[src/rtl/uart_rx_sampler.sv]
// uart_rx_sampler
//
// Purpose:
//    UART receive front end. It oversamples the asynchronous rx line on each
//    baudTick strobe coming from the 16x baud generator. It recovers frames
//    made of a start bit, DATA_WIDTH data bits sent LSB first, and one stop bit.
//    Each received byte is presented on a valid/ready handshake. Framing errors
//    and overruns are reported as single-cycle pulses.
//
// Ports:
//    clk       system clock
//    rstN      asynchronous, active-low reset
//    baudTick  1-cycle strobe, OVERSAMPLE strobes per bit period
//    rx        asynchronous serial line, idle high
//    rxData    received byte, held stable while rxValid is high
//    rxValid   byte available
//    rxReady   consumer takes the byte when rxValid & rxReady
//    frameErr  1-cycle pulse: the stop bit was sampled low
//    overrun   1-cycle pulse: a completed byte was dropped
//    busy      high whenever the receiver is not idle
`timescale 1ns/1ps

module uart_rx_sampler #(
   parameter int DATA_WIDTH  = 8,
   parameter int OVERSAMPLE  = 16,
   parameter int SYNC_STAGES = 2
) (
   input  logic                  clk,
   input  logic                  rstN,
   input  logic                  baudTick,
   input  logic                  rx,
   output logic [DATA_WIDTH-1:0] rxData,
   output logic                  rxValid,
   input  logic                  rxReady,
   output logic                  frameErr,
   output logic                  overrun,
   output logic                  busy
);

   localparam int TICK_W = $clog2(OVERSAMPLE);
   localparam int BIT_W  = (DATA_WIDTH > 1) ? $clog2(DATA_WIDTH) : 1;
   localparam logic [TICK_W-1:0] TICK_LAST = TICK_W'(OVERSAMPLE - 1);
   localparam logic [TICK_W-1:0] TICK_MID  = TICK_W'(OVERSAMPLE / 2 - 1);
   localparam logic [BIT_W-1:0]  BIT_LAST  = BIT_W'(DATA_WIDTH - 1);

   typedef enum logic [1:0] {
      IDLE,
      START,
      DATA,
      STOP
   } state_t;

   logic [SYNC_STAGES-1:0] sync_q, sync_d;
   logic                   rx_s;
   state_t                 state_q, state_d;
   logic [TICK_W-1:0]      tick_q, tick_d;
   logic [BIT_W-1:0]       bit_q, bit_d;
   logic [DATA_WIDTH-1:0]  shift_q, shift_d;
   logic [DATA_WIDTH-1:0]  rx_data_q, rx_data_d;
   logic                   rx_valid_q, rx_valid_d;
   logic                   frame_err_q, frame_err_d;
   logic                   overrun_q, overrun_d;
   logic                   byte_done;

   // The raw line is shifted through the synchroniser chain. All receiver
   // decisions use the last stage, rx_s, and never the raw pin.
   always_comb begin
      sync_d = {sync_q[SYNC_STAGES-2:0], rx};
   end

   assign rx_s = sync_q[SYNC_STAGES-1];

   // Framing FSM and its counters. Nothing moves except on a baudTick cycle.
   // The start bit is confirmed at its midpoint (OVERSAMPLE/2 ticks in). After
   // that, every later sample lands a full bit period apart, near the centre of
   // each data bit and of the stop bit.
   always_comb begin
      state_d     = state_q;
      tick_d      = tick_q;
      bit_d       = bit_q;
      shift_d     = shift_q;
      byte_done   = 1'b0;
      frame_err_d = 1'b0;
      if (baudTick) begin
         case (state_q)
            IDLE: begin
               if (!rx_s) begin
                  state_d = START;
                  tick_d  = '0;
               end
            end
            START: begin
               if (tick_q == TICK_MID) begin
                  tick_d  = '0;
                  bit_d   = '0;
                  state_d = rx_s ? IDLE : DATA;
               end else begin
                  tick_d = tick_q + 1'b1;
               end
            end
            DATA: begin
               if (tick_q == TICK_LAST) begin
                  tick_d = '0;
                  // The concatenation is one bit wider than the shifter, so
                  // this right shift also works when DATA_WIDTH is 1.
                  shift_d = DATA_WIDTH'({rx_s, shift_q} >> 1);
                  if (bit_q == BIT_LAST) begin
                     bit_d   = '0;
                     state_d = STOP;
                  end else begin
                     bit_d = bit_q + 1'b1;
                  end
               end else begin
                  tick_d = tick_q + 1'b1;
               end
            end
            STOP: begin
               if (tick_q == TICK_LAST) begin
                  tick_d      = '0;
                  state_d     = IDLE;
                  byte_done   = rx_s;
                  frame_err_d = !rx_s;
               end else begin
                  tick_d = tick_q + 1'b1;
               end
            end
            default: begin
               state_d = IDLE;
               tick_d  = '0;
               bit_d   = '0;
            end
         endcase
      end
   end

   // Output handshake. A byte that completes while the previous byte is still
   // pending gets through only if the consumer takes the old byte in that same
   // cycle. Otherwise the new byte is dropped and overrun pulses, so rxData
   // never changes under a stalled consumer.
   always_comb begin
      rx_data_d  = rx_data_q;
      rx_valid_d = rx_valid_q;
      overrun_d  = 1'b0;
      if (byte_done) begin
         if (!rx_valid_q || rxReady) begin
            rx_data_d  = shift_q;
            rx_valid_d = 1'b1;
         end else begin
            overrun_d = 1'b1;
         end
      end else if (rx_valid_q && rxReady) begin
         rx_valid_d = 1'b0;
      end
   end

   // State register. Reset fills the synchroniser with the idle-high level, so
   // leaving reset never looks like a start bit.
   always_ff @(posedge clk or negedge rstN) begin
      if (!rstN) begin
         sync_q      <= '1;
         state_q     <= IDLE;
         tick_q      <= '0;
         bit_q       <= '0;
         shift_q     <= '0;
         rx_data_q   <= '0;
         rx_valid_q  <= 1'b0;
         frame_err_q <= 1'b0;
         overrun_q   <= 1'b0;
      end else begin
         sync_q      <= sync_d;
         state_q     <= state_d;
         tick_q      <= tick_d;
         bit_q       <= bit_d;
         shift_q     <= shift_d;
         rx_data_q   <= rx_data_d;
         rx_valid_q  <= rx_valid_d;
         frame_err_q <= frame_err_d;
         overrun_q   <= overrun_d;
      end
   end

   assign rxData   = rx_data_q;
   assign rxValid  = rx_valid_q;
   assign frameErr = frame_err_q;
   assign overrun  = overrun_q;
   assign busy     = (state_q != IDLE);

endmodule
[config.mk]
export PLATFORM = sky130hd
export DESIGN_NAME = uart_rx_sampler
export DESIGN_NICKNAME = d
export VERILOG_FILES = /design/src/rtl/uart_rx_sampler.sv
export SDC_FILE = /design/constraint.sdc
export NUM_CORES = 1
export LEC_CHECK = 0
export CAP_MARGIN = 20
export CORE_MARGIN = 8
export CORE_UTILIZATION = 53
export CTS_CLUSTER_DIAMETER = 60
export DETAILED_ROUTE_END_ITERATION = 10
export GPL_TIMING_DRIVEN = 1
export PLACE_DENSITY_LB_ADDON = 0.12
export SLEW_MARGIN = 0
export SYNTH_ARGS = -nofsm -noshare
export SYNTH_HDL_FRONTEND = slang
export SYNTH_SLANG_ARGS = --single-unit
export TNS_END_PERCENT = 100
[constraint.sdc]
create_clock -name clk -period 1.85 [get_ports clk]
set_input_delay 0.2775 -clock clk [delete_from_list [all_inputs] [get_ports clk]]
set_output_delay 0.2775 -clock clk [all_outputs]
set_load 0.005 [all_outputs]
== After elaboration in Yosys (flattened, before gate mapping) ==
Cells that the tools add are included.

* Register bits: 30
* Bits of input ports: 5
* Output and inout port bits: 12
* Word-level logic and storage cells: 64

* Add/subtract/negate cells: 2
* Equal/unequal tests: 12
* Muxes and demuxes: 26
* Reduce and logical (&&, ||, !) cells: 15

{| class="wikitable"
|+ Operator list
! kind !! number
|-
| 2-to-1 mux 2 bit || 6
|-
| 2-to-1 mux 4 bit || 3
|-
| case mux 4 bit (3 select lines) || 1
|-
| 2-to-1 mux 1 bit || 11
|-
| != test 2 bit (second input constant) || 5
|-
| 2-to-1 mux 3 bit || 3
|-
| case mux 2 bit (4 select lines) || 1
|-
| case mux 3 bit (2 select lines) || 1
|-
| AND reduction 2 bit || 3
|-
| AND reduction 6 bit || 1
|-
| nonzero test 2 bit || 3
|-
| adder 4 x 1 -> 4 bit (second input constant) || 1
|-
| equality test 2 bit (second input constant) || 2
|-
| equality test 4 x 3 -> 1 bit (second input constant) || 1
|-
| equality test 4 bit (second input constant) || 1
|-
| AND reduction 4 bit || 1
|-
| adder 3 x 1 -> 3 bit (second input constant) || 1
|-
| equality test 3 bit (second input constant) || 1
|-
| AND reduction 3 bit || 1
|-
| equality test 2 x 1 -> 1 bit (second input constant) || 1
|-
| zero test 1 bit || 2
|-
| zero test 2 bit || 1
|-
| != test 2 x 1 -> 1 bit (second input constant) || 1
|-
| OR reduction 2 bit || 1
|-
| other kinds (2) || 2
|}

== Logic depth before layout (Yosys ltp) ==
* Depth in word-level cells: 6
* Gate-level depth with buffers: 7
* Gate-level depth less buffers: 5

== Worst setup path after synthesis ==
OpenSTA, ideal clock, no wires.

* Path type: register to register
* Start: reg tick_q[0]
* End: reg rx_data_q[0], in the netlist rxData[0]
* Setup time: 0.125 ns
* Arrival time: 1.599 ns
* Data required time: 1.725 ns
* Path slack: 0.126 ns
* Stages on the path, launching flop included: 8
* Cells stage by stage: dfrtp_1 ha_1 clkbuf_2 and4_4 nand4_2 nor2b_2 buf_6 mux2_2

* Longest elaborated chain between the ends: 5

{| class="wikitable"
|+ RTL lines
! item !! line !! RTL
|-
| start: declaration || 56 || <nowiki>logic [TICK_W-1:0] tick_q, tick_d;</nowiki>
|-
| start signal: assignment || 172 || <nowiki>tick_q <= tick_d;</nowiki>
|-
| equality test 4 bit || 118 || <nowiki>if (tick_q == TICK_LAST) begin</nowiki>
|-
| 2-to-1 mux 1 bit || 118 ||
|-
| 2-to-1 mux 1 bit || 85 || <nowiki>case (state_q)</nowiki>
|-
| 2-to-1 mux 1 bit || 84 || <nowiki>if (baudTick) begin</nowiki>
|-
| AND reduction 2 bit (no source line) || - ||
|-
| end signal: assignment || 175 || <nowiki>rx_data_q <= rx_data_d;</nowiki>
|-
| end: declaration || 59 || <nowiki>logic [DATA_WIDTH-1:0] rx_data_q, rx_data_d;</nowiki>
|}

No other way between the ends.
A chain may end at the register's enable or synchronous reset.

== Worst setup path in the final report ==
* Start: reg tick_q[0]
* End: reg rx_data_q[5], in the netlist rxData[5]

The elaborated chain is that of the path after synthesis.

==> metrics.txt <==
# TYPE chip_impl_metric gauge
chip_impl_metric{name="cp_slowest_stage_delay",unit="ns"} 0.41
chip_impl_metric{name="timing_hold_violations_final",unit=""} 0
chip_impl_info{name="crit_path_cell_trace",value="ha_1, and4_4, nand4_2, nor2b_2, buf_12, mux2_2"} 1
chip_impl_info{name="type_of_the_most_critical_hold_path",value="primary input to asynchronous set/reset pin"} 1
chip_impl_metric{name="critical_path_arrival",unit="ns"} 1.96
chip_impl_metric{name="synthesis.yosys.warnings",unit=""} 0
chip_impl_metric{name="cts.reportedPaths.clkPinSlew",unit="ns"} 0.09
chip_impl_metric{name="layout-area-overhead-vs-synth",unit="%"} 23.2
chip_impl_metric{name="drive_above_1_share",unit=""} 0.341
chip_impl_metric{name="insertedDiodeCount",unit=""} 0
chip_impl_metric{name="wl_per_cell",unit="microns"} 15.6
chip_impl_metric{name="grt_resource_usage_total",unit=""} 0.133
chip_impl_metric{name="p_per_area",unit="mW/mm^2"} 982
chip_impl_metric{name="final.period_utilization",unit=""} 0.945
chip_impl_metric{name="drt-initial-drc-count",unit=""} 40
chip_impl_metric{name="route.antenna.remaining_nets",unit=""} 0
chip_impl_metric{name="clk_latency",unit="ns"} 0.33
chip_impl_info{name="crit_path_start_kind",value="flip-flop"} 1
chip_impl_metric{name="max_slew_margin",unit=""} 0.757
chip_impl_info{name="clock-root-buffer",value="sky130_fd_sc_hd__clkbuf_4"} 1
chip_impl_info{name="cts_tree",value="yes"} 1
chip_impl_metric{name="crit_fanout",unit=""} 8
chip_impl_metric{name="final_slew_violations",unit=""} 0
chip_impl_metric{name="timing_worst_slew_pin_value",unit="ns"} 0.365
chip_impl_metric{name="initial_antenna_violation_count",unit=""} 0
chip_impl_metric{name="ys_ff_latch",unit=""} 30
chip_impl_info{name="result_of_the_run",value="complete, no violations"} 1
chip_impl_metric{name="vias_per_cell",unit=""} 5.55
chip_impl_metric{name="grt_start_max_net_pins",unit=""} 31
chip_impl_info{name="worst-setup-path-type",value="flip-flop to flip-flop"} 1
chip_impl_metric{name="grt-ovfl-total",unit=""} 0
chip_impl_metric{name="detailedPlacementHpwl",unit="mm"} 1.79
chip_impl_metric{name="place_congestion",unit=""} 0.776
chip_impl_info{name="rsz0062_at_grt",value="no"} 1
chip_impl_metric{name="post_synth_instance_area",unit="sq mm"} 0.00133
chip_impl_metric{name="remaining_drc_errors",unit=""} 0
chip_impl_metric{name="synthesized_area_per_cell",unit="sq um"} 13.0
chip_impl_metric{name="cts_hold_buf",unit=""} 0
chip_impl_metric{name="setup_tns",unit="ns"} 0
chip_impl_metric{name="finalNetCount",unit=""} 137
chip_impl_metric{name="first_global_vias",unit=""} 975
chip_impl_metric{name="grt_pass1_wl",unit="mm"} 4.31
chip_impl_metric{name="power.static_leakage",unit="nW"} 0.778
chip_impl_metric{name="coreArea",unit="sq mm"} 0.00243
chip_impl_metric{name="setup_viol_count_final",unit=""} 0
chip_impl_metric{name="setup_slack",unit="ns"} 0.101
chip_impl_metric{name="edff_count_synth",unit=""} 0
chip_impl_metric{name="finClkSkew",unit="ns"} 0.00781
chip_impl_info{name="cp_slowest_cell",value="sky130_fd_sc_hd__dfrtp_1"} 1
chip_impl_metric{name="htree_levels",unit=""} 2
chip_impl_metric{name="finalWorstPathRequiredPeriod",unit="ns"} 1.75
chip_impl_metric{name="overall_routed_net_length",unit="mm"} 2.47
chip_impl_metric{name="syn_inst",unit=""} 102
chip_impl_metric{name="post-place-ws",unit="ns"} -0.0900
chip_impl_metric{name="synth-seq-area-share",unit=""} 0.568
chip_impl_metric{name="async_flop_share",unit=""} 1.00
chip_impl_metric{name="vias",unit=""} 882
chip_impl_metric{name="drt_pass1_iterations",unit=""} 4
chip_impl_metric{name="clock_sink_count",unit=""} 30
chip_impl_metric{name="power.ir.vdd_worst",unit="uV"} 764
chip_impl_metric{name="die-height",unit="microns"} 66.0
chip_impl_metric{name="upper_clock_frequency_limit",unit="MHz"} 572
chip_impl_info{name="timing.critical_path.to_type",value="flip-flop"} 1
chip_impl_metric{name="cap_viol_max_count",unit=""} 0
chip_impl_metric{name="boundaryPins",unit=""} 17
chip_impl_metric{name="postSynthNetCount",unit=""} 110
chip_impl_metric{name="num_rows",unit=""} 18
chip_impl_metric{name="cp_data_required_time",unit="ns"} 2.06
chip_impl_metric{name="die_area",unit="sq mm"} 0.00436
chip_impl_metric{name="placement.io_buffers",unit=""} 16
chip_impl_metric{name="fp.dieW",unit="microns"} 66.0
chip_impl_metric{name="initial_utilization",unit=""} 0.545
chip_impl_metric{name="synth.lib_cells_used.distinct",unit=""} 34
chip_impl_metric{name="cts_inserted_buffers",unit=""} 5
chip_impl_info{name="synth-main-ff-cell",value="sky130_fd_sc_hd__dfrtp_1"} 1
chip_impl_metric{name="cts.path.max_buffers",unit=""} 2
placed cells by master, fill, tap and decap left out, types with 2 or more instances in the layout:
| cell type | synthesis | layout |
|---|---|---|
| sky130_fd_sc_hd__dfrtp_1 | 28 | 27 |
| sky130_fd_sc_hd__mux2_2 | 19 | 19 |
| sky130_fd_sc_hd__clkdlybuf4s50_1 | 0 | 15 |
| sky130_fd_sc_hd__buf_4 | 1 | 7 |
| sky130_fd_sc_hd__nand2_1 | 6 | 6 |
| sky130_fd_sc_hd__clkbuf_4 | 0 | 5 |
| sky130_fd_sc_hd__nor2_1 | 4 | 4 |
| sky130_fd_sc_hd__nand3_1 | 4 | 4 |
| sky130_fd_sc_hd__inv_1 | 3 | 3 |
| sky130_fd_sc_hd__nand2b_1 | 3 | 3 |
| sky130_fd_sc_hd__a21oi_1 | 3 | 3 |
| sky130_fd_sc_hd__ha_1 | 3 | 3 |
| sky130_fd_sc_hd__o21ai_0 | 2 | 2 |
| sky130_fd_sc_hd__a22o_1 | 2 | 2 |
| sky130_fd_sc_hd__clkinv_2 | 0 | 2 |
| sky130_fd_sc_hd__buf_12 | 0 | 2 |
| sky130_fd_sc_hd__dfstp_2 | 2 | 2 |
stage by stage:
stage / std cells / hold slack [ns] / util / instance area (sq um) / power, mW
final: 159 / 0.320 / 0.672 / 1630 / 1.60
after global routing: 159 / 0.342 / 0.672 / 1630 / 1.71
after CTS: 159 / 0.309 / 0.671 / 1630 / 1.63
after detailed placement: 150 / 0.360 / 0.645 / 1570 / 1.23
after global placement: 150 / 0.347 / 0.645 / 1570 / 1.20
after floorplan: 102 / -0.0181 / - / 1330 / 1.12
worst max-delay path: cells and delay by family (launching register included):
family	cells	cell delay, ns
buffers and inverters	1	0.14
adder cells (fa/ha/maj)	1	0.20
AND/OR/NAND/NOR	3	0.57
multiplexers	1	0.32
flip-flops	1	0.41
logic make-up (layout without fill, tap and decap cells):
family	count (synthesis)	after routing	share of synthesized area
simple gates	28	28	0.130
buf+inv	8	35	0.0340
compound gates	12	12	0.0642
mux	20	20	0.169
flops	30	30	0.568
xor+xnor	1	1	0.00660
fa+ha+maj	3	3	0.0283
power breakdown:
part | switching (mW) | total [mW] | internal, mW
Combinational | 0.237 | 0.456 | 0.219
Clock | 0.217 | 0.354 | 0.136
Sequential | 0.0660 | 0.795 | 0.729
Total | 0.520 | 1.60 | 1.08
sequential cells by signal, indices dropped and copies added (netlist names), named ones only:
| register | flops |
|---|---|
| frameErr | 1 |
| sync_q | 2 |
| shift_q | 8 |
| rxValid | 1 |
| bit_q | 3 |
| overrun | 1 |
| tick_q | 4 |
| state_q | 1 |
| rxData | 8 |
worst paths after layout:
check                                from         to  slack (ns)  depth (start not counted)
worst max-delay path            tick_q[0]  rxData[5]        0.10                          6
worst min-delay path                 rstN  tick_q[2]        0.32                          2
worst max register to register  tick_q[0]  rxData[5]        0.10                          6
worst min register to register  sync_q[0]  sync_q[1]        0.37                          0
max in group asynchronous            rstN  sync_q[0]        1.22                          2
min in group clk                       rx  sync_q[0]        0.37                          1
final cells by class:
| class | instances | area, sq um |
|---|---|---|
| well taps | 30 | 37.5 |
| multi-input cells | 64 | 528 |
| inverters | 3 | 11.3 |
| repair buffers | 25 | 255 |
| clock inverters | 2 | 10.0 |
| clock buffers | 5 | 37.5 |
| flip-flops and latches | 30 | 754 |
| fillers | 178 | 798 |
timing repair:
| action | CTS | global route |
|---|---|---|
| setup endpoints to repair | 1 | 1 |
| setup buffers | 2 | 0 |
| cloned | 0 | 0 |
| resized for setup | 1 | 1 |
cell usage after synthesis (all sizes together) (2+ instances only):
cell	n	area share
nor2b	2	0.011
buf	4	0.022
dfrtp	28	0.53
ha	3	0.028
dfstp	2	0.040
o21ai	3	0.014
nand2	6	0.017
nand4	2	0.014
a22o	2	0.013
nor2	4	0.011
inv	3	0.0085
nor3	2	0.016
and4	2	0.015
a21oi	3	0.011
nand2b	3	0.014
mux2	19	0.16
nand3	4	0.015
per-layer routing:
layer | up-vias | part of all wire | GRT usage
met4 | 0 | 0.024 | 0.0720
met2 | 25 | 0.46 | 0.207
met3 | 6 | 0.075 | 0.0763
li1 | 415 | - | -
met5 | - | 0 | 0
met1 | 436 | 0.44 | 0.139
Power figures use the tool's default switching activity.
